File: config.mk
export PLATFORM = sky130hd
export DESIGN_NAME = pc_gen_unit
export DESIGN_NICKNAME = d
export VERILOG_FILES = /design/src/rtl/pc_gen_unit.sv
export SDC_FILE = /design/constraint.sdc
export NUM_CORES = 1
export LEC_CHECK = 0
export CELL_PAD_IN_SITES_DETAIL_PLACEMENT = 0
export CELL_PAD_IN_SITES_GLOBAL_PLACEMENT = 1
export CORE_MARGIN = 2
export CORE_UTILIZATION = 39
export CTS_CLUSTER_DIAMETER = 30
export DETAILED_ROUTE_END_ITERATION = 10
export GPL_ROUTABILITY_DRIVEN = 0
export GPL_TIMING_DRIVEN = 0
export PLACE_DENSITY = 0.88
export RECOVER_POWER = 100
export SLEW_MARGIN = 20
export SYNTH_ARGS = -nofsm -noshare
export SYNTH_HDL_FRONTEND = slang
export SYNTH_SLANG_ARGS = --single-unit
File: constraint.sdc
create_clock -name clk -period 4.6 [get_ports clk]
set_input_delay 0.46 -clock clk [delete_from_list [all_inputs] [get_ports clk]]
set_output_delay 0.46 -clock clk [all_outputs]
set_load 0.02 [all_outputs]
File: src/rtl/pc_gen_unit.sv
// Registered next-PC generator: owns the fetch PC, arbitrates trap > mret > branch/jump > sequential,
// and holds one pending redirect while fetch is stalled.
module pc_gen_unit #(
    parameter int              XLEN      = 32,
    parameter logic [XLEN-1:0] RESET_VEC = '0,
    parameter int              PC_INC    = 4,
    parameter int              VECTORED  = 1,
    parameter int              CAUSE_W   = 5
) (
    input  logic               clk,
    input  logic               rst_n,
    input  logic               stall_i,
    input  logic               br_taken_i,
    input  logic               jump_en_i,
    input  logic [XLEN-1:0]    alu_target_i,
    input  logic               mret_i,
    input  logic [XLEN-1:0]    epc_i,
    input  logic               trap_i,
    input  logic               trap_irq_i,
    input  logic [CAUSE_W-1:0] trap_cause_i,
    input  logic [XLEN-1:0]    mtvec_i,
    output logic [XLEN-1:0]    pc_o,
    output logic               pc_valid_o,
    output logic               redirect_o,
    output logic               misalign_o,
    output logic [XLEN-1:0]    misalign_addr_o,
    output logic [1:0]         dbg_state_o
);

    // Fetch interface: pc_o is offered whenever pc_valid_o=1; the consumer holds it by
    // raising stall_i, and the PC only moves on a cycle where stall_i=0.

    typedef enum logic [1:0] {
        ST_BOOT = 2'd0,
        ST_RUN  = 2'd1,
        ST_PEND = 2'd2
    } state_t;

    // Redirect priority codes; 0 means no usable redirect this cycle.
    localparam logic [1:0] PRIO_NONE = 2'd0;
    localparam logic [1:0] PRIO_BRJ  = 2'd1;
    localparam logic [1:0] PRIO_MRET = 2'd2;
    localparam logic [1:0] PRIO_TRAP = 2'd3;

    localparam logic [XLEN-1:0] INC = XLEN'(PC_INC);

    state_t          state_q, state_d;
    logic [XLEN-1:0] pc_q, pc_d;
    logic            valid_q, valid_d;
    logic            redir_q, redir_d;
    logic            mis_q, mis_d;
    logic [XLEN-1:0] mis_addr_q, mis_addr_d;
    logic [XLEN-1:0] pend_tgt_q, pend_tgt_d;
    logic [1:0]      pend_prio_q, pend_prio_d;

    logic [XLEN-1:0] trap_base, trap_tgt, epc_tgt, seq_tgt, in_tgt;
    logic [1:0]      in_prio;
    logic            brj, brj_misaligned, mis_hit, in_wins;

    assign trap_base = {mtvec_i[XLEN-1:2], 2'b00};
    assign trap_tgt  = (VECTORED != 0 && trap_irq_i)
                     ? trap_base + {{(XLEN-CAUSE_W-2){1'b0}}, trap_cause_i, 2'b00}
                     : trap_base;
    assign epc_tgt   = {epc_i[XLEN-1:2], 2'b00};
    assign seq_tgt   = pc_q + INC;

    assign brj            = br_taken_i | jump_en_i;
    assign brj_misaligned = brj && (alu_target_i[1:0] != 2'b00);
    // A misaligned branch/jump only matters when nothing of higher priority is present.
    assign mis_hit        = !trap_i && !mret_i && brj_misaligned;

    always_comb begin
        in_prio = PRIO_NONE;
        in_tgt  = seq_tgt;
        if (trap_i) begin
            in_prio = PRIO_TRAP;
            in_tgt  = trap_tgt;
        end else if (mret_i) begin
            in_prio = PRIO_MRET;
            in_tgt  = epc_tgt;
        end else if (brj && !brj_misaligned) begin
            in_prio = PRIO_BRJ;
            in_tgt  = alu_target_i;
        end
    end

    assign in_wins = (in_prio != PRIO_NONE) && (in_prio >= pend_prio_q);

    always_comb begin
        state_d     = state_q;
        pc_d        = pc_q;
        valid_d     = valid_q;
        redir_d     = 1'b0;
        mis_d       = 1'b0;
        mis_addr_d  = mis_addr_q;
        pend_tgt_d  = pend_tgt_q;
        pend_prio_d = pend_prio_q;
        case (state_q)
            ST_BOOT: begin
                state_d = ST_RUN;
                valid_d = 1'b1;
            end
            ST_RUN: begin
                if (stall_i) begin
                    if (in_prio != PRIO_NONE) begin
                        pend_tgt_d  = in_tgt;
                        pend_prio_d = in_prio;
                        state_d     = ST_PEND;
                    end
                end else begin
                    pc_d    = in_tgt;
                    redir_d = (in_prio != PRIO_NONE);
                    if (mis_hit) begin
                        mis_d      = 1'b1;
                        mis_addr_d = alu_target_i;
                    end
                end
            end
            ST_PEND: begin
                if (stall_i) begin
                    if (in_wins) begin
                        pend_tgt_d  = in_tgt;
                        pend_prio_d = in_prio;
                    end
                end else begin
                    pc_d        = in_wins ? in_tgt : pend_tgt_q;
                    redir_d     = 1'b1;
                    pend_prio_d = PRIO_NONE;
                    state_d     = ST_RUN;
                    if (mis_hit) begin
                        mis_d      = 1'b1;
                        mis_addr_d = alu_target_i;
                    end
                end
            end
            default: state_d = ST_BOOT;
        endcase
    end

    always_ff @(posedge clk or negedge rst_n) begin
        if (!rst_n) begin
            state_q     <= ST_BOOT;
            pc_q        <= RESET_VEC;
            valid_q     <= 1'b0;
            redir_q     <= 1'b0;
            mis_q       <= 1'b0;
            mis_addr_q  <= '0;
            pend_tgt_q  <= '0;
            pend_prio_q <= PRIO_NONE;
        end else begin
            state_q     <= state_d;
            pc_q        <= pc_d;
            valid_q     <= valid_d;
            redir_q     <= redir_d;
            mis_q       <= mis_d;
            mis_addr_q  <= mis_addr_d;
            pend_tgt_q  <= pend_tgt_d;
            pend_prio_q <= pend_prio_d;
        end
    end

    assign pc_o            = pc_q;
    assign pc_valid_o      = valid_q;
    assign redirect_o      = redir_q;
    assign misalign_o      = mis_q;
    assign misalign_addr_o = mis_addr_q;
    assign dbg_state_o     = state_q;

endmodule

# After elaboration in Yosys (flattened, before gate mapping)
# Index checks and enable logic that the tools add are counted.
[totals]
output_inout_bits = 69
in_bits = 109
wordCells = 69
regBits = 103
[op_classes]
n_reduce_logical = 18
add_sub_neg = 2
muxes = 30
n_eq_ne = 8
n_lt_le_gt_ge = 1
n_bitwise = 2
[op_table]
columns = ["cell", "n"]
rows = [
  ["2-to-1 mux 32 bit", 10],
  ["one-hot mux 32 bit (2 select lines)", 2],
  ["adder 32 x 3 -> 32 bit, second input constant", 1],
  ["adder 32 x 7 -> 32 bit", 1],
  ["2-to-1 mux 2 bit", 9],
  ["inequality test 2 bit, second input constant", 5],
  ["AND reduction 3 bit", 3],
  ["AND reduction 4 bit", 2],
  ["2-to-1 mux 1 bit", 6],
  ["one-hot mux 2 bit (3 select lines)", 1],
  ["nonzero test 2 bit", 3],
  ["logical AND 1 bit", 5],
  ["one-hot mux 2 bit (2 select lines)", 1],
  ["logical NOT 1 bit", 3],
  ["inequality test 3 bit, second input constant", 1],
  ["equality test 2 x 1 -> 1 bit, second input constant", 1],
  ["equality test 2 bit, second input constant", 1],
  ["greater-or-equal comparator 2 bit", 1],
  ["logical NOT 2 bit", 1],
  ["one-hot mux 1 bit (2 select lines)", 1],
  ["OR reduction 2 bit", 1],
  ["NOT 1 bit", 1],
  ["OR 1 bit", 1],
]

# Longest topological paths before layout
# Gate-level depths: netlist (run 1).
[logic_depth]
ltp_word = 12
depth_mapped = 13
depth_no_buf = 10

# Worst setup path after synthesis (run 1)
# No wires, ideal clock.
[synth_timing]
path_type = "input to register"
from = "in trap_i"
to = "reg pc_q[30] (netlist: pc_o[30])"
arrival_ns = 2.787
setup_ns = 0.130
path_slack_ns = 1.683
cell_stages = 11
t_required_ns = 4.470
n_path_buf = 3
path_cell_list = "clkbuf_1 > clkbuf_1 > buf_1 > a21oi_1 > ha_1 > nand2b_1 > a21oi_1 > o21a_1 > or4_1 > a32oi_1 > o21ai_0"
[synth_between]
elab_chain_cells = 6
word_cells_on_any_way = 9
classes_between = "1 x order compare; 6 x mux; 2 x reduce/logical"
[synth_rtl]
columns = ["item", "line", "rtl"]
rows = [
  ["from (decl)", "18", "input logic trap_i,"],
  ["2-to-1 mux 2 bit", "75", "if (trap_i) begin"],
  ["greater-or-equal comparator 2 bit or nonzero test 2 bit (tied branches)", "87", "assign in_wins = (in_prio != PRIO_NONE) && (in_prio >= pend_prio_q);"],
  ["logical AND 1 bit", "87", ""],
  ["2-to-1 mux 32 bit", "-", ""],
  ["2-to-1 mux 32 bit", "120", "if (stall_i) begin"],
  ["one-hot mux 32 bit (2 select lines) (*)", "98", "case (state_q)"],
  ["to (signal assigned)", "152", "pc_q <= pc_d;"],
  ["to (decl)", "48", "logic [XLEN-1:0] pc_q, pc_d;"],
]
# Every way passes the cells marked *; elsewhere a longest branch is shown, timed or not. The select of a mux whose other input is x is not followed.
# A chain may end at the register's enable or synchronous reset.

# Worst setup path in the final report (run 1)
[layout_timing]
from = "in alu_target_i[0]"
to = "reg pc_q[4] (netlist: pc_o[4])"
[layout_between]
elab_chain_cells = 12
word_cells_on_any_way = 17
classes_between = "1 x order compare; 10 x mux; 6 x reduce/logical"
[layout_rtl]
columns = ["item", "line", "rtl"]
rows = [
  ["from (decl)", "15", "input logic [XLEN-1:0] alu_target_i,"],
  ["nonzero test 2 bit (*)", "68", "assign brj_misaligned = brj && (alu_target_i[1:0] != 2'b00);"],
  ["logical AND 1 bit (*)", "68", ""],
  ["logical NOT 1 bit (*)", "81", "end else if (brj && !brj_misaligned) begin"],
  ["logical AND 1 bit (*)", "81", ""],
  ["2-to-1 mux 1 bit", "81", ""],
  ["2-to-1 mux 2 bit", "78", "end else if (mret_i) begin"],
  ["2-to-1 mux 2 bit", "75", ""],
  ["greater-or-equal comparator 2 bit or nonzero test 2 bit (tied branches)", "87", ""],
  ["logical AND 1 bit", "87", ""],
  ["2-to-1 mux 32 bit", "-", ""],
  ["2-to-1 mux 32 bit", "120", ""],
  ["one-hot mux 32 bit (2 select lines) (*)", "98", ""],
]
# Marks and branches as above.

==> results of run 1 <==
-- power groups by stage --
stage	clock network (W)	logic [W]	registers, W
floorplan	0	0.00114	0.00194
detailed placement	0	0.00258	0.00169
CTS	0.000829	0.00259	0.00168
global route	0.000868	0.00272	0.00173
global placement	0	0.00255	0.00168
finish	0.000818	0.00249	0.00167
-- per-layer routing --
layer | part of all wire [%] | vias to the layer above
met5 | 0 | -
met4 | 3.6 | 0
met3 | 8.3 | 47
met2 | 46 | 331
met1 | 42 | 3189
li1 | - | 3092
-- cells in the final DEF (no fill, tap or decap), types with 7 or more instances in the layout --
cell type	instances
a21oi_1	33
xnor2_1	20
dfrtp_1	103
clkdlybuf4s50_1	98
clkbuf_1	35
a221oi_1	9
inv_1	14
nand2_1	97
o211ai_1	8
nand2b_1	11
mux2_2	35
dlygate4sd3_1	71
o21ai_0	75
or4_1	10
nor4_1	17
mux2i_1	12
o31ai_1	7
xor2_1	17
nor2_1	38
buf_2	11
a211oi_1	11
nand4_1	15
a22o_1	14
and3_1	9
nor3_1	21
clkbuf_16	9
nand3_1	25
ha_1	11
-- worst min path at each step --
stage,to,depth (start not counted)
global route,pc_valid_o,1
CTS,pc_valid_o,1
finish,pc_valid_o,1
floorplan,dbg_state_o[0],0
detailed placement,misalign_addr_o[15],1
global placement,pend_tgt_q[9],2
-- metrics by stage --
step,total power [W],std cells,hold slack [ns],area (um2)
finish,0.00498,1143,0.460,8870
global route,0.00531,1143,0.475,8870
CTS,0.00509,1143,0.471,8880
detailed placement,0.00427,1126,0.366,8560
global placement,0.00422,1125,0.448,8530
floorplan,0.00307,736,0.164,6560
-- layout make-up --
type | count | share of cell area, %
sequential | 103 | 29.1
buffer | 48 | 2.36
tap | 220 | 3.10
inverter | 14 | 0.592
clock buffer | 9 | 2.54
clock inverter | 7 | 0.917
timing repair buffer | 171 | 19.4
multi-input combinational | 571 | 42.0
-- cells by family after synthesis --
| group | count (synthesis) |
|---|---|
| DFF | 103 |
| muxes | 47 |
| AOI/OAI and AO/OA | 198 |
| buffers and inverters | 62 |
| and+or+nand+nor | 277 |
| xor gates and xnor gates | 37 |
| adders and majority gates | 12 |
-- sequential cells by signal, summed over array words and instances, names as in the netlist --
signal,flops
dbg_state_o,2
misalign_addr_o,32
misalign_o,1
pc_o,32
pc_valid_o,1
pend_prio_q,2
pend_tgt_q,32
redirect_o,1
-- worst register-to-register path: stages, from the launching register on --
cell and delay, ns:
dfrtp_1 0.42, inv_1 0.08, ha_1 0.18, buf_2 0.17
o21bai_1 0.61, nand2_1 0.15, a21oi_1 0.69, nand2_1 0.48
clkbuf_1 0.42, nand2_1 0.15, o21ai_0 0.09
==> metrics.md, run 1 <==
| Metric | Value |
|---|---|
| Reg2Reg Setup Slack | 1.02 ns |
| Hold Violations, Final | 0 |
| Largest stage delay on the critical path | 0.56 ns |
| Simple-gate share of the synthesized area | 22.3% |
| Outcome | finished, violations left |
| Initial antenna violation count | 0 |
| CP top delay family | buffers and inverters |
| Gate Count Post-Synth | 736 |
| Crit path DAT | 4.42 ns |
| Compound-gate portion of the synthesized area | 19.2% |
| Setup ws final | 0.451 ns |
| HP Start | pc_valid_o |
| Hold Crit Class | register to register |
| Met2 Track Usage GR | 43.7% |
| Critical path cell sequence | dlygate4sd3_1 -> or2_2 -> clkbuf_1 -> nor2_1 -> a21oi_1 -> ha_1 -> nand2b_1 -> a21oi_1 -> o21a_1 -> clkbuf_1 -> buf_2 -> a21oi_1 -> o21ai_0 |
| TritonCTS buffer count | 9 |
| Post-Place Setup Slack | 0.227 ns |
| GRT Residual Overflow | 0 |
| Synth Cell Area | 6560 um2 |
| Initial core utilization | 39.7% |
| Final setup skew | 0.0121 ns |
| Syn_area_per_cell | 8.92 um2 |
| Switching power | 0.00222 W |
| VDD IR max | 0.262 mV |
| Setup TNS | 0 ns |
| Met1 usage | 36.8% |
| H-tree depth | 3 |
| Crit Reg-Reg Endpoint | pend_tgt_q[6] |
| Synth async-reset ratio | 100% |
| Clock buffer depth | 2 |
| Xor/xnor cell area share of the yosys netlist | 4.94% |
| Total Routing Usage GR | 27.7% |
| # DRC | 0 |
| Crit path from | alu_target_i[0] |
| Post-synth top area share | 39.3% |
| Kind of critical path | primary input to register |
| Top post-synthesis cells by count | dfrtp_1 (103), nand2_1 (97), o21ai_0 (66) |
| Final Max Slew Viols | 32 |
| Die area | 17,900 um2 |
| Global-route met3 utilization | 5.75% |
| Post-synth top flop | dfrtp_1 |
| Hold-fix buffers at CTS | 1 |
| Post-Synth Adder-Cell Area | 2.40% |
| Main combinational cell family by area after synthesis | simple AND/OR/NAND/NOR gates |
| Post-synth EDFFs | 0 |
| First-pass GRT wire length | 37,700 um |
| R2R Path Start | dbg_state_o[1] |
| Synth unique cells | 64 |
| GR peak layer | met2 |
| Post-synthesis mux area share | 7.83% |
| Net count, final | 1,039 |
| Clock share of power | 16.4% |
| Mapped Nets | 857 |
| Share of cells above drive strength 1 | 8.78% |
| WL/cell | 21.1 um |
| ANT nets after route | 0 |
| # rows | 47 |
| Slowest CP cell | dlygate4sd3_1 |
| Data required, critical path | 4.88 ns |
| Via count | 6,659 |
| Core Box Area | 16,500 um2 |
| Achievable Freq | 241 MHz |
| I/O Buffers | 169 |
| Clk Latency, worst-skew pair | 0.37 ns |
| Combinational share of power | 50.0% |
| Top-count cell post-synth | dfrtp_1 |
| Part of the power in registers | 33.6% |
| Synth Warn # | 0 |
| ANT cells | 0 |
| Seq/Total Area, Yosys | 39.3% |
| Max-slew headroom | -26.5% |
| Final setup fails | 0 |
| Vias in the first global route | 6,631 |
| Period Utilization, post-route | 90.2% |
| CP startpoint kind | primary input |
| Post-synthesis register bit count | 103 |
| Routed WL | 24,100 um |
| Post_cts resized | 0 |
| Clock Pin Slew Worst Setup and Hold Paths | 0.07 ns |
| Worst Max-Slew Pin Slew | 1.90 ns |
| Multi-input logic area | 3730 um2 |
| Synthesis-to-finish area growth | 35.2% |
| Drt pass-1 iters | 5 |
| CP endpoint | pc_o[4] |
| Drt initial violations | 689 |
| Failing checks | max-capacitance violations, max-slew violations |
| Total of fill cells in the finished design | 1,552 |
| Crit. path cell count | 13 |
| Cell taking the most area after synthesis | dfrtp_1 |
| Crit path capture type | register |
| CP dominant cell by count | a21oi_1 |
| Post-detail-place hpwl | 18,200 um |
| Clock Sink Count | 103 |
| Pleak | 3.56 nW |
| CP max FO | 10 |
| Max Cap Viol | 1 |
| Root Buffer | clkbuf_16 |
| Die span in x | 134 um |
| TritonCTS clock tree | done |
| Post-CTS Setup Inserts | 0 |
| Die Ht | 134 um |
| # IOs | 178 |
| RSZ-0062 raised after global routing | false |
| DR vias/cell | 5.83 |
| Largest net degree at the start of global routing | 73 |
| Power Density | 562 nW/um2 |
| Worst path bufs/invs | 4 |
| Synth area leaders | dfrtp_1 (39%), mux2_2 (6.0%), nand2_1 (5.5%) |
| Register area | 2580 um2 |
| Pint | 0.00276 W |
| Reg2Reg Depth | 10 |
| Final Util | 53.7% |
| Fin crit period | 4.15 ns |
| Sw frac | 44.6% |
Note: power is estimated with default switching activity, not from simulation.
==> inputs of run 2 (changes only) <==
- CTS_CLUSTER_DIAMETER: 30 -> 150
==> results of run 2 <==
Same layout as run 1: the final DEF is identical, and so are final timing and power.
==> inputs of run 3 (changes only) <==
- CAP_MARGIN: not set -> 20
- HOLD_SLACK_MARGIN: not set -> 0.02
==> results of run 3 <==
Same layout as run 1: the final DEF is identical, and so are final timing and power.
